===== src/rtl/bus_load_unit_pkg.sv =====
// Shared constants and types for the bus load unit: load/inc/clear select
// bit positions (matching the bus-mux select encoding), error flag
// positions and the DRAM write state type.
package bus_load_unit_pkg;

   // load_ctrl one-hot bit positions
   localparam int LD_R    = 0;
   localparam int LD_AR   = 1;
   localparam int LD_DR   = 2;
   localparam int LD_AC   = 3;
   localparam int LD_PC   = 4;
   localparam int LD_IR   = 5;
   localparam int LD_DRAM = 6;
   localparam int LD_IRAM = 7;

   // inc_ctrl bit positions
   localparam int INC_PC = 0;
   localparam int INC_AR = 1;
   localparam int INC_R  = 2;

   // clr_ctrl bit positions
   localparam int CLR_AC = 0;
   localparam int CLR_R  = 1;

   // sticky err bit positions
   localparam int ERR_MULTI   = 0;
   localparam int ERR_IRAM    = 1;
   localparam int ERR_BUSY    = 2;
   localparam int ERR_TIMEOUT = 3;

   typedef enum logic {
      IDLE  = 1'b0,
      WRITE = 1'b1
   } wr_state_e;

endpackage


===== src/rtl/bus_load_unit_if.sv =====
// Bus-side signal bundle of the load unit: bus value and control words in,
// register contents, DRAM write port and error flags out.
interface bus_load_unit_if #(
   parameter int WIDTH = 16
);
   logic [WIDTH-1:0] bus_data;
   logic [7:0]       load_ctrl;
   logic [2:0]       inc_ctrl;
   logic [1:0]       clr_ctrl;
   logic             dram_ack;
   logic [WIDTH-1:0] r;
   logic [WIDTH-1:0] ar;
   logic [WIDTH-1:0] dr;
   logic [WIDTH-1:0] ac;
   logic [WIDTH-1:0] pc;
   logic [WIDTH-1:0] ir;
   logic [WIDTH-1:0] dram_addr;
   logic [WIDTH-1:0] dram_wdata;
   logic             dram_we;
   logic             busy;
   logic [3:0]       err;

   modport master (
      output bus_data, load_ctrl, inc_ctrl, clr_ctrl, dram_ack,
      input  r, ar, dr, ac, pc, ir, dram_addr, dram_wdata, dram_we, busy, err
   );

   modport slave (
      input  bus_data, load_ctrl, inc_ctrl, clr_ctrl, dram_ack,
      output r, ar, dr, ac, pc, ir, dram_addr, dram_wdata, dram_we, busy, err
   );
endinterface


===== src/rtl/bus_load_unit_dram_write_ctrl.sv =====
// DRAM write handshake: captures address/data on start, holds the write
// strobe until ack, and aborts with a one-cycle timeout pulse when the ack
// never arrives within ACK_TIMEOUT+1 strobe cycles.
module dram_write_ctrl
   import bus_load_unit_pkg::*;
#(
   parameter int WIDTH       = 16,
   parameter int ACK_TIMEOUT = 15
) (
   input  logic             clk,
   input  logic             rst_n,
   input  logic             start_i,
   input  logic [WIDTH-1:0] addr_in_i,
   input  logic [WIDTH-1:0] data_in_i,
   input  logic             ack_i,
   output logic             busy_o,
   output logic             we_o,
   output logic             timeout_pulse_o,
   output logic [WIDTH-1:0] addr_o,
   output logic [WIDTH-1:0] data_o
);

   localparam logic [7:0] TIMEOUT_CNT = 8'(ACK_TIMEOUT);

   wr_state_e        state_q, state_d;
   logic [7:0]       cnt_q, cnt_d;
   logic [WIDTH-1:0] addr_q, addr_d;
   logic [WIDTH-1:0] data_q, data_d;

   // State, timeout counter and captured address/data registers
   always_ff @(posedge clk or negedge rst_n) begin
      if (!rst_n) begin
         state_q <= IDLE;
         cnt_q   <= '0;
         addr_q  <= '0;
         data_q  <= '0;
      end else begin
         state_q <= state_d;
         cnt_q   <= cnt_d;
         addr_q  <= addr_d;
         data_q  <= data_d;
      end
   end

   // Next state: ack wins over timeout when both land on the same edge
   always_comb begin
      state_d         = state_q;
      cnt_d           = cnt_q;
      addr_d          = addr_q;
      data_d          = data_q;
      timeout_pulse_o = 1'b0;
      case (state_q)
         IDLE: begin
            if (start_i) begin
               state_d = WRITE;
               cnt_d   = '0;
               addr_d  = addr_in_i;
               data_d  = data_in_i;
            end
         end
         WRITE: begin
            if (ack_i) begin
               state_d = IDLE;
               cnt_d   = '0;
            end else if (cnt_q == TIMEOUT_CNT) begin
               state_d         = IDLE;
               cnt_d           = '0;
               timeout_pulse_o = 1'b1;
            end else begin
               cnt_d = cnt_q + 8'd1;
            end
         end
         default: state_d = IDLE;
      endcase
   end

   assign busy_o = (state_q == WRITE);
   assign we_o   = (state_q == WRITE);
   assign addr_o = addr_q;
   assign data_o = data_q;

endmodule


===== src/rtl/bus_load_unit.sv =====
// Destination side of the shared data bus: register bank with load,
// increment and clear micro-ops, DRAM write launch and sticky error flags.
module bus_load_unit
   import bus_load_unit_pkg::*;
#(
   parameter int               WIDTH       = 16,
   parameter logic [WIDTH-1:0] PC_RESET    = '0,
   parameter int               ACK_TIMEOUT = 15
) (
   input  logic          clk,
   input  logic          rst_n,
   bus_load_unit_if.slave bus
);

   localparam logic [WIDTH-1:0] ONE = WIDTH'(1);

   logic [WIDTH-1:0] r_q, r_d, ar_q, ar_d, dr_q, dr_d;
   logic [WIDTH-1:0] ac_q, ac_d, pc_q, pc_d, ir_q, ir_d;
   logic [3:0]       err_q, err_d;
   logic [3:0]       hotCount;
   logic [7:0]       ldSel;
   logic             multiHot;
   logic             wrStart;
   logic             wrBusy;
   logic             wrWe;
   logic             wrTimeout;
   logic [WIDTH-1:0] wrAddr, wrData;

   // Register bank and sticky error flags
   always_ff @(posedge clk or negedge rst_n) begin
      if (!rst_n) begin
         r_q   <= '0;
         ar_q  <= '0;
         dr_q  <= '0;
         ac_q  <= '0;
         pc_q  <= PC_RESET;
         ir_q  <= '0;
         err_q <= '0;
      end else begin
         r_q   <= r_d;
         ar_q  <= ar_d;
         dr_q  <= dr_d;
         ac_q  <= ac_d;
         pc_q  <= pc_d;
         ir_q  <= ir_d;
         err_q <= err_d;
      end
   end

   // Decode the load word; per register, clear beats load beats increment
   always_comb begin
      hotCount = 4'($countones(bus.load_ctrl));
      multiHot = (hotCount > 4'd1);
      ldSel    = (hotCount == 4'd1) ? bus.load_ctrl : 8'h00;
      wrStart  = ldSel[LD_DRAM] & ~wrBusy;

      r_d  = r_q;
      ar_d = ar_q;
      dr_d = dr_q;
      ac_d = ac_q;
      pc_d = pc_q;
      ir_d = ir_q;

      if (bus.clr_ctrl[CLR_R])      r_d = '0;
      else if (ldSel[LD_R])         r_d = bus.bus_data;
      else if (bus.inc_ctrl[INC_R]) r_d = r_q + ONE;

      if (ldSel[LD_AR])              ar_d = bus.bus_data;
      else if (bus.inc_ctrl[INC_AR]) ar_d = ar_q + ONE;

      if (ldSel[LD_DR]) dr_d = bus.bus_data;

      if (bus.clr_ctrl[CLR_AC]) ac_d = '0;
      else if (ldSel[LD_AC])    ac_d = bus.bus_data;

      if (ldSel[LD_PC])              pc_d = bus.bus_data;
      else if (bus.inc_ctrl[INC_PC]) pc_d = pc_q + ONE;

      if (ldSel[LD_IR]) ir_d = bus.bus_data;

      err_d = err_q;
      if (multiHot)                  err_d[ERR_MULTI]   = 1'b1;
      if (ldSel[LD_IRAM])            err_d[ERR_IRAM]    = 1'b1;
      if (ldSel[LD_DRAM] && wrBusy)  err_d[ERR_BUSY]    = 1'b1;
      if (wrTimeout)                 err_d[ERR_TIMEOUT] = 1'b1;
   end

   dram_write_ctrl #(
      .WIDTH       (WIDTH),
      .ACK_TIMEOUT (ACK_TIMEOUT)
   ) u_dram_write_ctrl (
      .clk             (clk),
      .rst_n           (rst_n),
      .start_i         (wrStart),
      .addr_in_i       (ar_q),
      .data_in_i       (bus.bus_data),
      .ack_i           (bus.dram_ack),
      .busy_o          (wrBusy),
      .we_o            (wrWe),
      .timeout_pulse_o (wrTimeout),
      .addr_o          (wrAddr),
      .data_o          (wrData)
   );

   assign bus.r          = r_q;
   assign bus.ar         = ar_q;
   assign bus.dr         = dr_q;
   assign bus.ac         = ac_q;
   assign bus.pc         = pc_q;
   assign bus.ir         = ir_q;
   assign bus.dram_addr  = wrAddr;
   assign bus.dram_wdata = wrData;
   assign bus.dram_we    = wrWe;
   assign bus.busy       = wrBusy;
   assign bus.err        = err_q;

endmodule


===== src/flat_wrapper.sv =====
// flat-port wrapper written by rule: the top's interface ports become plain ports
module bus_load_unit_flat import bus_load_unit_pkg::*;
#(
   parameter int               WIDTH       = 16,
   parameter logic [WIDTH-1:0] PC_RESET    = '0,
   parameter int               ACK_TIMEOUT = 15
)
  (clk, rst_n, bus_bus_data, bus_load_ctrl, bus_inc_ctrl, bus_clr_ctrl, bus_dram_ack, bus_r, bus_ar, bus_dr, bus_ac, bus_pc, bus_ir, bus_dram_addr, bus_dram_wdata, bus_dram_we, bus_busy, bus_err);
  bus_load_unit_if #(.WIDTH(WIDTH)) bus_i ();
  input  logic clk;
  input  logic rst_n;
  input wire logic [$bits(bus_i.bus_data)-1:0] bus_bus_data;
  input wire logic [$bits(bus_i.load_ctrl)-1:0] bus_load_ctrl;
  input wire logic [$bits(bus_i.inc_ctrl)-1:0] bus_inc_ctrl;
  input wire logic [$bits(bus_i.clr_ctrl)-1:0] bus_clr_ctrl;
  input wire logic [$bits(bus_i.dram_ack)-1:0] bus_dram_ack;
  output wire logic [$bits(bus_i.r)-1:0] bus_r;
  output wire logic [$bits(bus_i.ar)-1:0] bus_ar;
  output wire logic [$bits(bus_i.dr)-1:0] bus_dr;
  output wire logic [$bits(bus_i.ac)-1:0] bus_ac;
  output wire logic [$bits(bus_i.pc)-1:0] bus_pc;
  output wire logic [$bits(bus_i.ir)-1:0] bus_ir;
  output wire logic [$bits(bus_i.dram_addr)-1:0] bus_dram_addr;
  output wire logic [$bits(bus_i.dram_wdata)-1:0] bus_dram_wdata;
  output wire logic [$bits(bus_i.dram_we)-1:0] bus_dram_we;
  output wire logic [$bits(bus_i.busy)-1:0] bus_busy;
  output wire logic [$bits(bus_i.err)-1:0] bus_err;
  assign bus_i.bus_data = bus_bus_data;
  assign bus_i.load_ctrl = bus_load_ctrl;
  assign bus_i.inc_ctrl = bus_inc_ctrl;
  assign bus_i.clr_ctrl = bus_clr_ctrl;
  assign bus_i.dram_ack = bus_dram_ack;
  assign bus_r = bus_i.r;
  assign bus_ar = bus_i.ar;
  assign bus_dr = bus_i.dr;
  assign bus_ac = bus_i.ac;
  assign bus_pc = bus_i.pc;
  assign bus_ir = bus_i.ir;
  assign bus_dram_addr = bus_i.dram_addr;
  assign bus_dram_wdata = bus_i.dram_wdata;
  assign bus_dram_we = bus_i.dram_we;
  assign bus_busy = bus_i.busy;
  assign bus_err = bus_i.err;
  bus_load_unit #(.WIDTH(WIDTH), .PC_RESET(PC_RESET), .ACK_TIMEOUT(ACK_TIMEOUT)) u_core (.clk(clk), .rst_n(rst_n), .bus(bus_i));
endmodule

===== config.mk =====
export PLATFORM = sky130hd
export DESIGN_NAME = bus_load_unit_flat
export DESIGN_NICKNAME = d
export VERILOG_FILES = /design/src/rtl/bus_load_unit_pkg.sv /design/src/rtl/bus_load_unit_if.sv /design/src/rtl/bus_load_unit_dram_write_ctrl.sv /design/src/rtl/bus_load_unit.sv /design/src/flat_wrapper.sv
export SDC_FILE = /design/constraint.sdc
export NUM_CORES = 1
export LEC_CHECK = 0
export BUFFER_PORTS_ARGS = -buffer_cell sky130_fd_sc_hd__buf_2
export CORE_ASPECT_RATIO = 2
export CORE_UTILIZATION = 57
export DETAILED_ROUTE_END_ITERATION = 10
export PLACE_DENSITY = 0.85
export SLEW_MARGIN = 20
export SYNTH_ARGS = -nofsm -noshare
export SYNTH_HDL_FRONTEND = slang
export SYNTH_SLANG_ARGS = --single-unit

===== constraint.sdc =====
create_clock -name clk -period 2.63 [get_ports clk]
set_clock_uncertainty 0.1 [all_clocks]
set_input_delay 0.1315 -clock clk [delete_from_list [all_inputs] [get_ports clk]]
set_output_delay 0.1315 -clock clk [all_outputs]
set_load 0.02 [all_outputs]

==> flow_summary.toml, run 1 <==
[sta]
finalHoldViolCount = 0
worstMarginPinSlew_ns = 0.795
maxSlewHeadroom_pct = 47.0
slew_viol_final = 0
max_freq_ghz = 0.316
final.min_clock_period_ns = 3.17
finalSetupViolations = 137
fin_ws_ns = -0.537
rsz0062_at_grt = "yes"
hold_ws_ns = 0.0211
finalCritPeriodShare_pct = 120

[global_route]
grt_pass1_wl_um = 34700
antenna_found_initial = 0
first_global_vias = 6046
grt.overflow.total = 0
grt_max_degree = 74
grtUsageTotal_pct = 40.2

[status]
violations = "setup timing"
status = "finished, violations left"

[setup_path]
crit_chain = "buf_8 -> ha_4 -> inv_2 -> fa_1 -> fa_1 -> inv_1 -> ha_2 -> inv_2 -> fa_1 -> and4b_2 -> buf_6 -> buf_12 -> nand2_8 -> or4b_1 -> nand3_1"
slowest_delay_ns = 0.58
startpoint_type = "input pin"
path_delay_family = "adder cells"
cpMaxStageDelayCell = "fa_1"
critPathCaptureType = "register"
arrival_ns = 3.42
critPathMaxFanout = 4
required_ns = 2.89
cpMostUsedCell = "fa_1"
r2r_setup_slack_ns = 0.51
critPathKind = "input pin to register"
critical_path_buf_inv_count = 6

[routing]
first_pass_iters = 7
detail_route.drc_violations = 0
vias = 5947
wl_um = 25200
wire_per_inst_um = 27.6
drt_iter0_markers = 567
drtAntennaViolNets = 0
viasPerCell = 6.52

[logic_synthesis]
yosys.area.top_type = "dfrtp_1"
yosysWarnings = 0
synth.most_common_cell = "dfrtp_1"
synth_edf_count = 0
synth_cell_types = 48
synth.avg_cell_area_sq_um = 11.8
async_flop_share_pct = 100
synth_nets = 589
syn_inst = 543
synth_seq_area_share_pct = 54.9
synthTopCellsByCount = "dfrtp_1, mux2_1, nor2_1"
netlist_area_sq_um = 6430
synth.top_cells.by_area = "dfrtp_1, mux2_1, nor2_1"
yosys.area.top_type_share_pct = 54.9
synth_seq_cells = 141
synth_flop_cell = "dfrtp_1"

[pwr]
switching_share_pct = 43.1
p_clk_share_pct = 20.5
comb_power_share_pct = 45.8
power.density_nw_per_um2 = 1220
pwr-share-seq_pct = 33.7
irDropWorstVdd_mv = 0.946
leakagePower_nw = 4.35
p_switching_mw = 5.06
p_int_mw = 6.66
fin_total_pwr_mw = 11.7

[run]
max_cap_viol_count = 0

[clock_tree]
cts_tree = "yes"
path_clk_slew_ns = 0.06
htree_levels = 4
cts_sinks = 141
clkLatencyLatePin_ns = 0.43
cts_root_buffer = "clkbuf_16"
cts_buffers = 17
clockBufferDepth = 2

[worst_hold_path]
holdCritPathClass = "input pin to register"

[finish]
final_nets = 805
num_antenna_cells = 0
stdcell_count = 912
syn_to_final_growth_pct = 49.4
drive_gt1_share_pct = 52.8
utilization_pct = 87.8

[floorplan]
core_area_sq_um = 10900
die_h_um = 152
num_rows = 54
dieWidth_um = 77.1
initial_utilization_pct = 58.8
die_area_sq_um = 11700
io_pins = 166

[placed_design]
gp_congestion = 0.918
dp_hpwl_um = 12700
dp.cells = 843
portBuffers = 165
-- layout by cell type, fill, tap and decap left out, drive strengths merged, types with 5 or more instances in the layout --
cell and n:
nand2 30, nor2 55, nor3 5, nor4 7, mux2i 5, o21ai 7
a211oi 17, dlygate4sd3 18, clkbuf 21, buf 197, and4 5, nand4 16
mux2 65, xnor2 22, xor2 19, ha 10, a22o 18, nand3 16
and3 10, dfrtp 141, inv 20, a21oi 32
-- logic make-up after synthesis --
logic type      after synthesis  synth area share [%]
compound gates               85                  8.74
xor+xnor                     41                  5.58
fa+ha+maj                    14                  3.19
buf+inv                      39                  2.92
flops                       141                  54.9
mux                          70                  12.2
simple gates                153                  12.5
-- flip-flops by register name, indices dropped and copies added, names as in the netlist --
register,flops
u_core.bus.ac,16
u_core.bus.ar,16
u_core.bus.dr,16
u_core.bus.ir,16
u_core.bus.pc,16
u_core.bus.r,16
u_core.u_dram_write_ctrl.addr_o,16
u_core.u_dram_write_ctrl.data_o,16
u_core.u_dram_write_ctrl.cnt_q,8
u_core.bus.err,4
u_core.u_dram_write_ctrl.busy_o,1
-- cell type report --
| class | count | area (sq um) |
|---|---|---|
| Multi-Input combinational cell | 367 | 3690 |
| Sequential cell | 141 | 3530 |
| Timing Repair Buffer | 218 | 1590 |
| Fill cell | 476 | 1340 |
| Clock buffer | 18 | 439 |
| Tap cell | 140 | 175 |
| Clock inverter | 14 | 133 |
| Inverter | 14 | 52.6 |
-- stage by stage --
stage	setup slack [ns]	instance area [sq um]	setup TNS, ns
after global placement	-0.730	7820	-94.79
after floorplan	-0.541	6810	-60.02
final	-0.537	9610	-56.45
after CTS	-0.332	9190	-36.24
after global routing	-0.597	9610	-65.01
after detailed placement	-0.850	7820	-100.01
-- power groups by stage --
| stage | combinational, mW | clock (mW) | sequential, mW |
|---|---|---|---|
| 3_5_place_dp | 4.22 | 0 | 3.81 |
| 4_1_cts | 4.83 | 2.36 | 3.81 |
| 5_1_grt | 5.55 | 2.49 | 3.99 |
| 3_3_place_gp | 4.06 | 0 | 3.75 |
| 6_report | 5.37 | 2.40 | 3.95 |
| 2_1_floorplan | 1.81 | 0 | 4.70 |
-- tightest hold or removal path, delay by kind of cell --
family / cells / cell delay [ns]
simple gates: 1 / 0.13
buf+inv: 1 / 0.21
compound gates: 1 / 0.04
-- final timing paths --
path / startpoint / endpoint / cells after the start
max: bus_load_ctrl[6] / u_core.bus.ar[13]$_DFFE_PN0P_ / 15
min: bus_bus_data[1] / u_core.bus.pc[1]$_DFFE_PN0P_ / 3
max reg2reg: u_core.bus.pc[0]$_DFFE_PN0P_ / u_core.bus.pc[14]$_DFFE_PN0P_ / 5
min reg2reg: u_core.bus.err[3]$_DFFE_PN0P_ / u_core.bus.err[3]$_DFFE_PN0P_ / 1
max in group asynchronous: rst_n / u_core.bus.ar[7]$_DFFE_PN0P_ / 3
min in group asynchronous: rst_n / u_core.bus.r[8]$_DFFE_PN0P_ / 2
-- routing by layer --
layer  routed length [um]  vias to the layer above  global-route usage (%)  share of wire [%]
li1                     -                     2377                       -                  -
met1                 8260                     2936                    43.0                 33
met2                12600                      454                    67.7                 50
met3                 1900                      180                    10.3                7.5
met4                 2410                        0                    28.8                9.6
met5                    0                        -                       0                  0
-- repair_timing --
action / 4_1_cts / 5_1_grt
buffers inserted: 7 / 5
pin swaps: 15 / 38
hold buffers: 17 / 1
cloned: 8 / 3
hold endpoints to repair: 93 / 1
resized for setup: 104 / 91
setup endpoints to repair: 137 / 138
(Power assumes the default switching activity.)
==> inputs of run 2 (changes only) <==
==> constraint.sdc (replaced) <==
create_clock -name clk -period 2.63 [get_ports clk]
set_clock_uncertainty 0.1 [all_clocks]
set_input_delay 0.1315 -clock clk [delete_from_list [all_inputs] [get_ports clk]]
set_output_delay 0.1315 -clock clk [all_outputs]
set_load 0.1 [all_outputs]
==> run 2 against run 1 <==
  * Final area is 1.8% higher
  * Clock-buffer cell count unchanged
  * Critical path type unchanged
  * The flow still finishes with violations (setup timing)
  * Largest cell class unchanged
  * Wire length grew 5.6%
  * Die area is the same
  * Flip-flop and latch count did not move
==> flow_summary.toml, run 2 (synthesized netlist as in run 1, its figures left out) <==
[status]
status = "finished, violations left"
violations = "setup timing"

[floorplan]
io_pins = 166
num_rows = 54
core_area_sq_um = 10900
die_area_sq_um = 11700
initial_utilization_pct = 58.8
die_h_um = 152
dieWidth_um = 77.1

[routing]
viasPerCell = 6.86
wl_um = 26600
wire_per_inst_um = 29.0
detail_route.drc_violations = 0
vias = 6296
drtAntennaViolNets = 0
first_pass_iters = 8
drt_iter0_markers = 582

[sta]
finalSetupViolations = 139
final.min_clock_period_ns = 3.14
finalHoldViolCount = 0
maxSlewHeadroom_pct = 50.9
hold_ws_ns = 0.0138
max_freq_ghz = 0.319
finalCritPeriodShare_pct = 119
worstMarginPinSlew_ns = 0.737
rsz0062_at_grt = "yes"
fin_ws_ns = -0.508
slew_viol_final = 0

[finish]
stdcell_count = 918
layout_commonest_cell = "buf_2"
most-common-layout-cells = "buf_2, dfrtp_1, mux2_4"
drive_gt1_share_pct = 53.5
final_nets = 810
syn_to_final_growth_pct = 52.1
final_area_sq_um = 9780
fillers = 408

[setup_path]
critPathCaptureType = "register"
required_ns = 2.85
cpMostUsedCell = "buf_12"
critPathKind = "input pin to register"
path_delay_family = "adder cells"
slowest_delay_ns = 0.51
startpoint_type = "input pin"
arrival_ns = 3.36
critical_path_buf_inv_count = 8
cpMaxStageDelayCell = "fa_1"
critPathMaxFanout = 6
crit_chain = "buf_8 -> ha_4 -> inv_2 -> fa_2 -> fa_1 -> inv_1 -> ha_2 -> inv_2 -> fa_1 -> and4b_2 -> buf_12 -> buf_12 -> nand2_8 -> buf_12 -> buf_16 -> a21oi_2"

[clock_tree]
htree_levels = 4
clkLatencyLatePin_ns = 0.43
cts_tree = "yes"
path_clk_slew_ns = 0.07
cts_buffers = 17
clockBufferDepth = 2
cts_root_buffer = "clkbuf_16"
cts_sinks = 141

[run]
max_cap_viol_count = 0

[global_route]
grtUsageTotal_pct = 42.8
first_global_vias = 6324
grt_max_degree = 77
antenna_found_initial = 1
grt_pass1_wl_um = 37000
grt.overflow.total = 0

[placed_design]
dp_hpwl_um = 13000
gp_congestion = 0.885
dp.cells = 844
portBuffers = 165
placed_area_sq_um = 7820
pre_cts_ws_ns = -0.821

[worst_hold_path]
holdCritPathClass = "input pin to register"
[run 2: cell count changes in the layout (fill, tap and decap cells not counted), moves of 4 or more]
cell | previous run | this run
buf_12 | 12 | 17
buf_16 | 2 | 8
buf_4 | 11 | 17
mux2_1 | 14 | 19
nor2_1 | 6 | 10
inv_6 | 6 | 2
mux2_4 | 51 | 44
dlygate4sd3_1 | 18 | 11
[run 2: per-layer routing]
metal / vias to the layer above / share of wire [%] / GRT usage, %
li1: 2398 / - / -
met3: 199 / 8.6 / 10.1
met2: 571 / 50 / 71.8
met1: 3128 / 32 / 45.6
met4: 0 / 9.3 / 33.2
met5: - / 0 / 0
[run 2: worst paths after layout]
check                                                                   start                                              to  slack [ns]  cells after the start
worst max-delay path                                         bus_load_ctrl[7]                   u_core.bus.pc[12]$_DFFE_PN0P_       -0.51                     16
worst min-delay path                                          bus_bus_data[3]                     u_core.bus.r[3]$_DFFE_PN0P_        0.01                      3
worst max register to register  u_core.u_dram_write_ctrl.cnt_q[0]$_DFFE_PN0P_   u_core.u_dram_write_ctrl.cnt_q[5]$_DFFE_PN0P_        0.45                      5
worst min register to register                  u_core.bus.err[1]$_DFFE_PN0P_                   u_core.bus.err[1]$_DFFE_PN0P_        0.37                      1
max in group asynchronous                                               rst_n  u_core.u_dram_write_ctrl.addr_o[1]$_DFFE_PN0P_        1.56                      3
min in group asynchronous                                               rst_n                    u_core.bus.ar[8]$_DFFE_PN0P_        0.21                      2
[run 2: per-stage QoR]
step	TNS [ns]	utilization [%]
global placement	-98.08	71.5
floorplan	-60.69	-
CTS	-40.32	87.1
finish	-49.81	89.4
detailed placement	-104.74	71.5
global route	-59.62	89.4
[run 2: worst register-to-register path: stages, from the launching register on]
cell     delay (ns)
dfrtp_1        0.40
ha_1           0.25
and3_1         0.28
a21oi_1        0.57
a21oi_1        0.19
mux2i_1        0.28
[run 2: repair_timing]
item	4_1_cts	5_1_grt
pin swaps	23	11
buffers inserted	14	8
cloned	12	1
hold buffers	11	0
gates resized for setup	141	56
endpoints found under the setup margin	139	139
endpoints found under the hold margin	85	0
[run 2: final cells by class]
cell class | instances | area, sq um | area share [%]
diodes | 1 | 2.50 | 0.0256
clock buffers | 18 | 439 | 4.49
clock inverters | 14 | 144 | 1.47
inverters | 14 | 55.1 | 0.563
multi-input cells | 365 | 3670 | 37.5
flip-flops and latches | 141 | 3530 | 36.1
well taps | 140 | 175 | 1.79
repair buffers | 225 | 1770 | 18.1
Power of run 2 is left out: the tool's default activity adds up to more than one toggle a clock period on the data nets, which glitch-free logic cannot reach.
